--- config.mk ---
export PLATFORM = sky130hd
export DESIGN_NAME = odd_cnt_sched_flat
export DESIGN_NICKNAME = d
export VERILOG_FILES = /design/src/rtl/odd_cnt_pkg.sv /design/src/rtl/odd_cnt_sched_if.sv /design/src/rtl/odd_cnt_core.sv /design/src/rtl/odd_cnt_sched.sv /design/src/flat_wrapper.sv
export SDC_FILE = /design/constraint.sdc
export NUM_CORES = 1
export LEC_CHECK = 0
export BUFFER_PORTS_ARGS = -buffer_cell sky130_fd_sc_hd__buf_4
export CAP_MARGIN = 5
export CELL_PAD_IN_SITES_DETAIL_PLACEMENT = 0
export CELL_PAD_IN_SITES_GLOBAL_PLACEMENT = 1
export CORE_MARGIN = 2
export CORE_UTILIZATION = 41
export DETAILED_ROUTE_END_ITERATION = 6
export MAX_ROUTING_LAYER = met4
export PLACE_DENSITY_LB_ADDON = 0.1
export SLEW_MARGIN = 40
export SYNTH_ARGS = -nofsm -noshare
export SYNTH_HDL_FRONTEND = slang
export SYNTH_SLANG_ARGS = --single-unit
--- constraint.sdc ---
create_clock -name clk -period 2.7 [get_ports clk]
set_clock_uncertainty 0.1 [all_clocks]
set_input_delay 0.675 -clock clk [delete_from_list [all_inputs] [get_ports clk]]
set_output_delay 0.675 -clock clk [all_outputs]
set_load 0.01 [all_outputs]
--- src/rtl/odd_cnt_pkg.sv ---
// -----------------------------------------------------------------------------
// odd_cnt_pkg
// Shared definitions for the odd counter scheduler and its datapath core:
//   state_e    - controller states (IDLE, LOAD, RUN, DONE)
//   CNT_W_DEF  - default width of count values and burst lengths
//   ODD_STEP   - distance between consecutive odd values
//   force_odd  - sets the LSB so any captured start value is odd
// -----------------------------------------------------------------------------
package odd_cnt_pkg;

    typedef enum logic [1:0] {
        IDLE = 2'd0,
        LOAD = 2'd1,
        RUN  = 2'd2,
        DONE = 2'd3
    } state_e;

    localparam int CNT_W_DEF = 8;
    localparam int ODD_STEP  = 2;

    // Wide on purpose so callers of any CNT_W up to 64 can size-cast the result.
    function automatic logic [63:0] force_odd(input logic [63:0] v);
        return v | 64'd1;
    endfunction

endpackage

--- src/rtl/odd_cnt_sched_if.sv ---
// -----------------------------------------------------------------------------
// odd_cnt_sched_if
// Burst command channel between a host/sequencer and odd_cnt_sched.
//   cmd_valid_i  host offers a command
//   cmd_ready_o  controller can accept a command
//   cmd_start_i  first value of the burst (LSB forced to 1 on capture)
//   cmd_len_i    number of values to emit (0 allowed)
// Modports: master (host side), slave (controller side).
// -----------------------------------------------------------------------------
interface odd_cnt_sched_if
    import odd_cnt_pkg::*;
#(
    parameter int CNT_W = CNT_W_DEF
);
    logic             cmd_valid_i;
    logic             cmd_ready_o;
    logic [CNT_W-1:0] cmd_start_i;
    logic [CNT_W-1:0] cmd_len_i;

    modport master (
        output cmd_valid_i,
        output cmd_start_i,
        output cmd_len_i,
        input  cmd_ready_o
    );

    modport slave (
        input  cmd_valid_i,
        input  cmd_start_i,
        input  cmd_len_i,
        output cmd_ready_o
    );
endinterface

--- src/rtl/odd_cnt_core.sv ---
// -----------------------------------------------------------------------------
// odd_cnt_core
// Odd counter datapath register. Load has priority over step; stepping adds
// ODD_STEP modulo 2^CNT_W, so the value after 2^CNT_W-1 is 1.
// Ports:
//   clk, reset  clock / synchronous active-high reset (value -> 0)
//   load        load value with load_val
//   load_val    odd value to load
//   step        advance value by ODD_STEP
//   value       current counter value
// -----------------------------------------------------------------------------
module odd_cnt_core
    import odd_cnt_pkg::*;
#(
    parameter int CNT_W = CNT_W_DEF
) (
    input  logic             clk,
    input  logic             reset,
    input  logic             load,
    input  logic [CNT_W-1:0] load_val,
    input  logic             step,
    output logic [CNT_W-1:0] value
);

    always_ff @(posedge clk) begin
        if (reset) begin
            value <= '0;
        end else if (load) begin
            value <= load_val;
        end else if (step) begin
            value <= value + CNT_W'(ODD_STEP);
        end
    end

endmodule

--- src/rtl/odd_cnt_sched.sv ---
// -----------------------------------------------------------------------------
// odd_cnt_sched
// Command-driven controller sequencing the odd counter core. A burst command
// (odd start, length) is accepted over a valid/ready handshake; the core then
// emits one odd value per cycle on cnt_o, pausing while hold_i is sampled high,
// and done_o pulses for one cycle after the last value.
//
// Ports:
//   clk, reset    clock / synchronous active-high reset
//   cmd           odd_cnt_sched_if.slave command channel
//   hold_i        pause stepping while high (RUN only)
//   cnt_o         current odd value (the core register itself)
//   cnt_valid_o   cnt_o carries a new value this cycle
//   done_o        one-cycle pulse at burst end
//   ovf_o         one-cycle pulse with done_o when a burst is truncated at the
//                 maximum value (never set when wrapping is enabled)
//   busy_o        high whenever the controller is not IDLE
//
// Configuration macro: ODD_CNT_SCHED_WRAP_EN
//   defined   - bursts wrap from 2^CNT_W-1 to 1 and continue; ovf_o stays 0
//   undefined - a burst that emits 2^CNT_W-1 with values still pending ends
//               there and reports done_o together with ovf_o
//
// Output timing: the output register is written at the same edge that decides
// the next state, so the first value appears in the cycle right after LOAD and
// done_o coincides with the DONE state. cmd_ready_o is a decode of registers.
// -----------------------------------------------------------------------------
module odd_cnt_sched
    import odd_cnt_pkg::*;
#(
    parameter int CNT_W = CNT_W_DEF
) (
    input  logic             clk,
    input  logic             reset,
    odd_cnt_sched_if.slave   cmd,
    input  logic             hold_i,
    output logic [CNT_W-1:0] cnt_o,
    output logic             cnt_valid_o,
    output logic             done_o,
    output logic             ovf_o,
    output logic             busy_o
);

    localparam logic [CNT_W-1:0] MAX_VAL = '1;

    state_e           state;
    logic             in_reset;   // keeps cmd_ready_o low while reset is held
    logic [CNT_W-1:0] start_q;
    logic [CNT_W-1:0] rem_q;      // values still to emit after the current one
    logic [CNT_W-1:0] core_val;
    logic             core_load;
    logic             core_step;
    logic             at_max;
    logic             accept;

    assign cmd.cmd_ready_o = (state == IDLE) && !in_reset;
    assign accept          = cmd.cmd_valid_i && cmd.cmd_ready_o;

`ifdef ODD_CNT_SCHED_WRAP_EN
    assign at_max = 1'b0;
`else
    // Reaching the top value ends the burst instead of wrapping to 1.
    assign at_max = (core_val == MAX_VAL);
`endif

    // The core steps exactly when RUN emits a fresh value.
    assign core_load = (state == LOAD);
    assign core_step = (state == RUN) && !hold_i && (rem_q != '0) && !at_max;

    odd_cnt_core #(
        .CNT_W    (CNT_W)
    ) u_core (
        .clk      (clk),
        .reset    (reset),
        .load     (core_load),
        .load_val (start_q),
        .step     (core_step),
        .value    (core_val)
    );

    assign cnt_o = core_val;

    // Captured start value: pure data, only meaningful after a handshake.
    always_ff @(posedge clk) begin
        if (accept) begin
            start_q <= CNT_W'(force_odd(64'(cmd.cmd_start_i)));
        end
    end

    always_ff @(posedge clk) begin
        if (reset) begin
            state       <= IDLE;
            in_reset    <= 1'b1;
            rem_q       <= '0;
            cnt_valid_o <= 1'b0;
            done_o      <= 1'b0;
            ovf_o       <= 1'b0;
            busy_o      <= 1'b0;
        end else begin
            in_reset    <= 1'b0;
            cnt_valid_o <= 1'b0;
            done_o      <= 1'b0;
            ovf_o       <= 1'b0;
            case (state)
                IDLE: begin
                    busy_o <= accept;
                    if (accept) begin
                        rem_q <= cmd.cmd_len_i;
                        if (cmd.cmd_len_i == '0) begin
                            state  <= DONE;
                            done_o <= 1'b1;
                        end else begin
                            state <= LOAD;
                        end
                    end
                end
                LOAD: begin
                    // The core takes start_q at this edge, so the first value
                    // is presented in the following cycle.
                    state       <= RUN;
                    cnt_valid_o <= 1'b1;
                    rem_q       <= rem_q - 1'b1;
                    busy_o      <= 1'b1;
                end
                RUN: begin
                    busy_o <= 1'b1;
                    if (!hold_i) begin
                        if ((rem_q == '0) || at_max) begin
                            state  <= DONE;
                            done_o <= 1'b1;
                            ovf_o  <= at_max && (rem_q != '0);
                        end else begin
                            cnt_valid_o <= 1'b1;
                            rem_q       <= rem_q - 1'b1;
                        end
                    end
                end
                DONE: begin
                    state  <= IDLE;
                    busy_o <= 1'b0;
                end
                default: begin
                    state  <= IDLE;
                    busy_o <= 1'b0;
                end
            endcase
        end
    end

endmodule

--- src/flat_wrapper.sv ---
// flat-port wrapper written by rule: the top's interface ports become plain ports
module odd_cnt_sched_flat import odd_cnt_pkg::*;
#(
    parameter int CNT_W = CNT_W_DEF
)
  (clk, reset, hold_i, cnt_o, cnt_valid_o, done_o, ovf_o, busy_o, cmd_cmd_valid_i, cmd_cmd_start_i, cmd_cmd_len_i, cmd_cmd_ready_o);
  odd_cnt_sched_if #(.CNT_W(CNT_W)) cmd_i ();
  input  logic clk;
  input  logic reset;
  input  logic hold_i;
  output logic [CNT_W-1:0] cnt_o;
  output logic cnt_valid_o;
  output logic done_o;
  output logic ovf_o;
  output logic busy_o;
  input wire logic [$bits(cmd_i.cmd_valid_i)-1:0] cmd_cmd_valid_i;
  input wire logic [$bits(cmd_i.cmd_start_i)-1:0] cmd_cmd_start_i;
  input wire logic [$bits(cmd_i.cmd_len_i)-1:0] cmd_cmd_len_i;
  output wire logic [$bits(cmd_i.cmd_ready_o)-1:0] cmd_cmd_ready_o;
  assign cmd_i.cmd_valid_i = cmd_cmd_valid_i;
  assign cmd_i.cmd_start_i = cmd_cmd_start_i;
  assign cmd_i.cmd_len_i = cmd_cmd_len_i;
  assign cmd_cmd_ready_o = cmd_i.cmd_ready_o;
  odd_cnt_sched #(.CNT_W(CNT_W)) u_core (.clk(clk), .reset(reset), .cmd(cmd_i), .hold_i(hold_i), .cnt_o(cnt_o), .cnt_valid_o(cnt_valid_o), .done_o(done_o), .ovf_o(ovf_o), .busy_o(busy_o));
endmodule
==> flow_summary_export.csv, run 1 <==
group,metric,value,unit
global_route,grt-busiest-layer,"met2",
global_route,overflow,0,
floorplan,die_x,67.2,um
timing,tightestPinTransition,0.751,ns
clocking,clock_sinks,30,
finish,finalNetCount,238,
pwr,vdd_drop_max,0.000593,V
clocking,cts-root-buf,"clkbuf_8",
finish,syn2layout_area_growth,21.3,%
synthesis,ys_warn_count,0,
timing,fin_crit,2.44,ns
pwr,p_per_area,1140,nW/um^2
floorplan,io_pins,33,
route,drc_errors,0,
timing,slew_violations,0,
placed_design,placed_area,1900,um^2
global_route,antenna_found_initial,0,
route,wl_per_cell,16.0,um
finish,drive_gt1_frac,0.213,
timing,maxSlewHeadroom,0.496,
global_route,grt_pass1_vias,1530,
clocking,clockBufferDepth,2,
synthesis,ys_ff_latch,30,
global_route,track_usage,0.215,
global_route,met3_usage,0.0500,
route,vias_per_cell,5.89,
clocking,clk_latency,0.29,ns
timing,tns,0,ns
worst_setup_path,crit_arrival,2.51,ns
clocking,clk_pin_slew_worst_paths,0.07,ns
placed_design,numPlacedInstances,251,
clocking,htreeDepth,2,
finish,final-instance-count-excl-fill,259,
global_route,globalRouteMet1Util,0.279,
route,wl,4150,um
placed_design,routabilityCongestion,0.827,
global_route,grt_first_pass_wirelength,7120,um
timing,hold_slack,0.397,ns
clocking,cts.repair.resized,0,
global_route,gr-usage-met2,0.330,
synthesis,synthArstFlopShare,0,
worst_setup_path,crit_required,2.77,ns
placed_design,place_hpwl,3020,um
timing,rsz0062_at_grt,"no",
worst_setup_path,critPathKind,"reg -> reg",
synthesis,synth_edf_count,7,
timing,setup_violations,0,
synthesis,ys_types,52,
synthesis,syn_inst,179,
timing,hold_viol,0,
clocking,cts-hold-fix-buffers,0,
global_route,grt_max_degree,23,
finish,finalInstanceArea,1990,um^2
timing,fin_crit_sh,0.903,
finish,diodes,0,
finish,regArea,671,um^2
floorplan,start_util,0.437,
placed_design,portBuffers,31,
route,drt_first_iter_violations,139,
clocking,cts_setup_buffers,0,
synthesis,synth_common_cells,"dfxtp_1 (23), nor2_1 (14), inv_1 (12)",
finish,multiInputGateArea,885,um^2
min_path,hold_class,"reg -> reg",
floorplan,die_area,4510,um^2
route,ant_nets,0,
synthesis,seq_area_frac_synth,0.410,
synthesis,synth.most_common_cell,"dfxtp_1",
synthesis,netlist_area,1640,um^2
floorplan,core_area,3740,um^2
synthesis,syn_nets,207,
route,drt_first_pass_iters,4,
finish,fillerInstances,381,
clocking,cts_tree,"yes",
floorplan,rows,22,
worst_setup_path,critPathMaxFanout,11,
synthesis,synth.top_cell.area_share,0.281,
floorplan,die_h,67.2,um
finish,final_core_util,0.530,
synthesis,synth_area_leaders,"dfxtp_1 (28%), edfxtp_1 (13%), ha_1 (6.1%)",
run_status,status,"complete, no violations",
timing,fmaxAchievable,410,MHz
route,via_count,1525,
worst_setup_path,cp-end-kind,"register",
synthesis,synth_ff_type,"dfxtp_1",
job,maxCapViolations,0,
synthesis,synth_largest_area_cell,"dfxtp_1",
synthesis,syn_avg_cell_area,9.14,um^2
pwr,p_leak,0.763,nW
clocking,numCtsBuffers,5,
worst_setup_path,critPathLaunchType,"register",
[report_power, final]
part,leakage [nW],switching [W],internal (W)
sequential,0.254,0.000172,0.000602
clock,0.0416,0.000178,0.000176
combinational,0.468,0.000635,0.000494
[critical path, cell delays in order (launching register included)]
cell and delay [ns]:
dfxtp_1 0.33, inv_1 0.11, ha_1 0.19, or4b_1 0.49
o21ai_1 0.63, nor4_1 0.10, o311a_1 0.37
[worst paths after layout]
kind	slack [ns]	end	cells past startpoint	from
setup reg to reg	0.26	u_core.u_core.value[3]	6	u_core.rem_q[0]
hold / removal	0.40	u_core.rem_q[7]	2	u_core.rem_q[7]
hold reg to reg	0.40	u_core.rem_q[7]	2	u_core.rem_q[7]
setup / recovery	0.26	u_core.u_core.value[3]	6	u_core.rem_q[0]
[placed cells by master, fill, tap and decap left out, drive strengths merged, types with 5 or more instances in the layout]
master	n
clkbuf	5
edfxtp	7
o32ai	5
ha	8
a21oi	11
or4	5
o21ai	5
nor3	7
nand3	5
nor2	14
nor4	7
buf	32
dfxtp	23
inv	12
nand2	11
[state kept, by name (all words and copies together), names as in the netlist]
register	count
u_core.rem_q	8
u_core.u_core.value	8
u_core.start_q	7
u_core.state	2
u_core.busy_o	1
u_core.cnt_valid_o	1
u_core.done_o	1
u_core.in_reset	1
u_core.ovf_o	1
[per-layer routing]
metal	part of all wire	wire (um)
met5	0	0
met4	0.012	51
met3	0.047	197
met2	0.46	1930
met1	0.47	1970
[cell families after synthesis]
kind of cell | synth area share
and+or+nand+nor | 0.220
adders and majority gates | 0.0612
AOI/OAI and AO/OA | 0.240
muxes | 0.0191
buffers and inverters | 0.0497
DFF | 0.410
[area by class of cell]
class	instances	area share
inverter	12	0.0227
timing repair buffer	32	0.121
clock inverter	3	0.00819
tap	48	0.0302
clock buffer	5	0.0347
sequential	30	0.338
multi-input combinational	129	0.445
[metrics by stage]
stage / setup slack, ns / total power [W]
after detailed placement: 0.330 / 0.00190
after global placement: 0.396 / 0.00187
after CTS: 0.292 / 0.00226
after floorplan: 0.734 / 0.00154
final: 0.261 / 0.00226
after global routing: 0.118 / 0.00244
Power figures use the tool's default switching activity.
==> run 2: changes to the inputs <==
--- a/config.mk
+++ b/config.mk
@@ -7,13 +7,11 @@
 export LEC_CHECK = 0
 export BUFFER_PORTS_ARGS = -buffer_cell sky130_fd_sc_hd__buf_4
 export CAP_MARGIN = 5
-export CELL_PAD_IN_SITES_DETAIL_PLACEMENT = 0
-export CELL_PAD_IN_SITES_GLOBAL_PLACEMENT = 1
 export CORE_MARGIN = 2
-export CORE_UTILIZATION = 41
+export CORE_UTILIZATION = 54
 export DETAILED_ROUTE_END_ITERATION = 6
 export MAX_ROUTING_LAYER = met4
-export PLACE_DENSITY_LB_ADDON = 0.1
+export PLACE_DENSITY = 0.79
 export SLEW_MARGIN = 40
 export SYNTH_ARGS = -nofsm -noshare
 export SYNTH_HDL_FRONTEND = slang
==> flow_summary_export.csv, run 2 (same netlist as run 1, synthesis figures left out) <==
group,metric,value,unit
run_status,status,"complete, no violations",
finish,layout_commonest_cell,"buf_4",
pwr,combPwrFrac,0.500,
route,drt_first_pass_iters,5,
timing,rsz0062_at_grt,"no",
clocking,cts_setup_buffers,0,
pwr,p_leak,0.767,nW
finish,drive_gt1_frac,0.218,
placed_design,routabilityCongestion,0.940,
placed_design,place_hpwl,2840,um
timing,slew_violations,0,
placed_design,portBuffers,31,
floorplan,die_x,59.1,um
clocking,cts_tree,"yes",
pwr,power_frac_clock,0.159,
worst_setup_path,crit_arrival,2.52,ns
global_route,grt_pass1_vias,1455,
route,wl_per_cell,16.4,um
worst_setup_path,path_cells,"inv_1 > ha_1 > or4b_1 > o21ai_1 > nor4_1 > o311a_1",
worst_setup_path,critPathBufInv,1,
worst_setup_path,critPathLaunchType,"register",
finish,syn2layout_area_growth,19.6,%
floorplan,die_area,3490,um^2
clocking,clk_latency,0.35,ns
clocking,clock_sinks,30,
clocking,cts-root-buf,"clkbuf_4",
floorplan,core_area,2830,um^2
clocking,cts.repair.resized,0,
finish,diodes,0,
timing,maxSlewHeadroom,0.549,
route,vias_per_cell,6.31,
min_path,hold_class,"in -> reg",
timing,tightestPinTransition,0.673,ns
route,drt_first_iter_violations,92,
timing,fin_crit_sh,0.878,
clocking,numCtsBuffers,5,
job,maxCapViolations,0,
finish,fillerInstances,247,
clocking,clk_pin_slew_worst_paths,0.10,ns
timing,tns,0,ns
pwr,p_per_area,1160,nW/um^2
clocking,htreeDepth,2,
route,wl,3980,um
floorplan,die_h,59.1,um
worst_setup_path,cpLargestDelayFamily,"compound AO/OA/AOI/OAI gates",
timing,fmaxAchievable,422,MHz
finish,largestRegisters,"u_core.rem_q: 8 flops, u_core.u_core.value: 8 flops, u_core.start_q: 7 flops",
worst_setup_path,cpPeakStageDelay,0.58,ns
pwr,vdd_drop_max,0.000676,V
clocking,cts-hold-fix-buffers,0,
global_route,grt_max_degree,23,
pwr,sw_frac_of_total,0.432,
placed_design,numPlacedInstances,234,
global_route,antenna_found_initial,0,
worst_setup_path,crit_required,2.84,ns
pwr,seq_power_share,0.341,
worst_setup_path,critPathMaxFanout,11,
floorplan,io_pins,33,
timing,setup_violations,0,
pwr,power.switching,0.000977,W
global_route,grt_first_pass_wirelength,6620,um
route,via_count,1528,
timing,hold_viol,0,
finish,finalNetCount,238,
route,drc_errors,0,
worst_setup_path,cp_slowest_cell,"o21ai_1",
floorplan,rows,19,
pwr,intPower,0.00129,W
global_route,overflow,0,
clocking,clockBufferDepth,2,
timing,fin_crit,2.37,ns
finish,final-instance-count-excl-fill,242,
global_route,track_usage,0.260,
worst_setup_path,critPathKind,"reg -> reg",
worst_setup_path,cp-end-kind,"register",
floorplan,start_util,0.579,
finish,final_cell_mix,"buf_4 (32), dfxtp_1 (23), nor2_1 (14)",
route,ant_nets,0,
run 2: cell types whose count changed in the layout (fill, tap and decap cells not counted):
| cell | before | now |
|---|---|---|
| clkinv_2 | 1 | 2 |
| clkinvlp_4 | 1 | 0 |
| clkbuf_8 | 5 | 0 |
| clkinv_1 | 1 | 0 |
| bufinv_16 | 0 | 1 |
| clkbuf_4 | 0 | 5 |
run 2: worst paths after layout:
kind,start,endpoint,slack (ns),cells after the start
worst max-delay path,u_core.rem_q[0],u_core.u_core.value[3],0.33,6
worst min-delay path,cmd_cmd_start_i[4],u_core.start_q[4],0.40,1
worst max register to register,u_core.rem_q[0],u_core.u_core.value[3],0.33,6
worst min register to register,u_core.rem_q[6],u_core.rem_q[6],0.42,2
run 2: stage by stage:
stage | setup slack [ns] | power [W] | util | instance area, um^2 | hold WS, ns
2_1_floorplan | 0.734 | 0.00154 | - | 1640 | 0.360
3_3_place_gp | 0.409 | 0.00184 | 0.664 | 1880 | 0.377
3_5_place_dp | 0.379 | 0.00188 | 0.664 | 1880 | 0.399
4_1_cts | 0.342 | 0.00225 | 0.692 | 1960 | 0.394
5_1_grt | 0.206 | 0.00243 | 0.692 | 1960 | 0.385
6_report | 0.329 | 0.00226 | 0.692 | 1960 | 0.397
run 2: area by class of cell:
class,count,area [um^2],share of cell area
Multi-Input combinational cell,129,885,0.452
Sequential cell,30,671,0.343
Timing Repair Buffer,32,240,0.123
Inverter,12,45.0,0.0230
Clock inverter,3,40.0,0.0205
Tap cell,31,38.8,0.0198
Clock buffer,5,37.5,0.0192
run 2: routing by layer:
layer | part of all wire | GRT usage | vias to the layer above | wire length, um
met5 | 0 | - | - | 0
met4 | 0.020 | 0.101 | 0 | 81
met3 | 0.067 | 0.0742 | 10 | 268
met2 | 0.47 | 0.390 | 55 | 1860
met1 | 0.44 | 0.333 | 712 | 1770
li1 | - | - | 751 | -
run 2: worst reg2reg max path, cell delays in order, from the launching register on:
cell and delay, ns:
dfxtp_1 0.34, inv_1 0.12, ha_1 0.19, or4b_1 0.49
o21ai_1 0.58, nor4_1 0.09, o311a_1 0.36
run 2: power by group through the flow:
stage	combinational, W	clock (W)	sequential, W
6_report	0.00113	0.000359	0.000772
5_1_grt	0.00125	0.000383	0.000797
4_1_cts	0.00112	0.000363	0.000764
3_5_place_dp	0.00111	0	0.000774
3_3_place_gp	0.00107	0	0.000762
2_1_floorplan	0.000784	0	0.000758
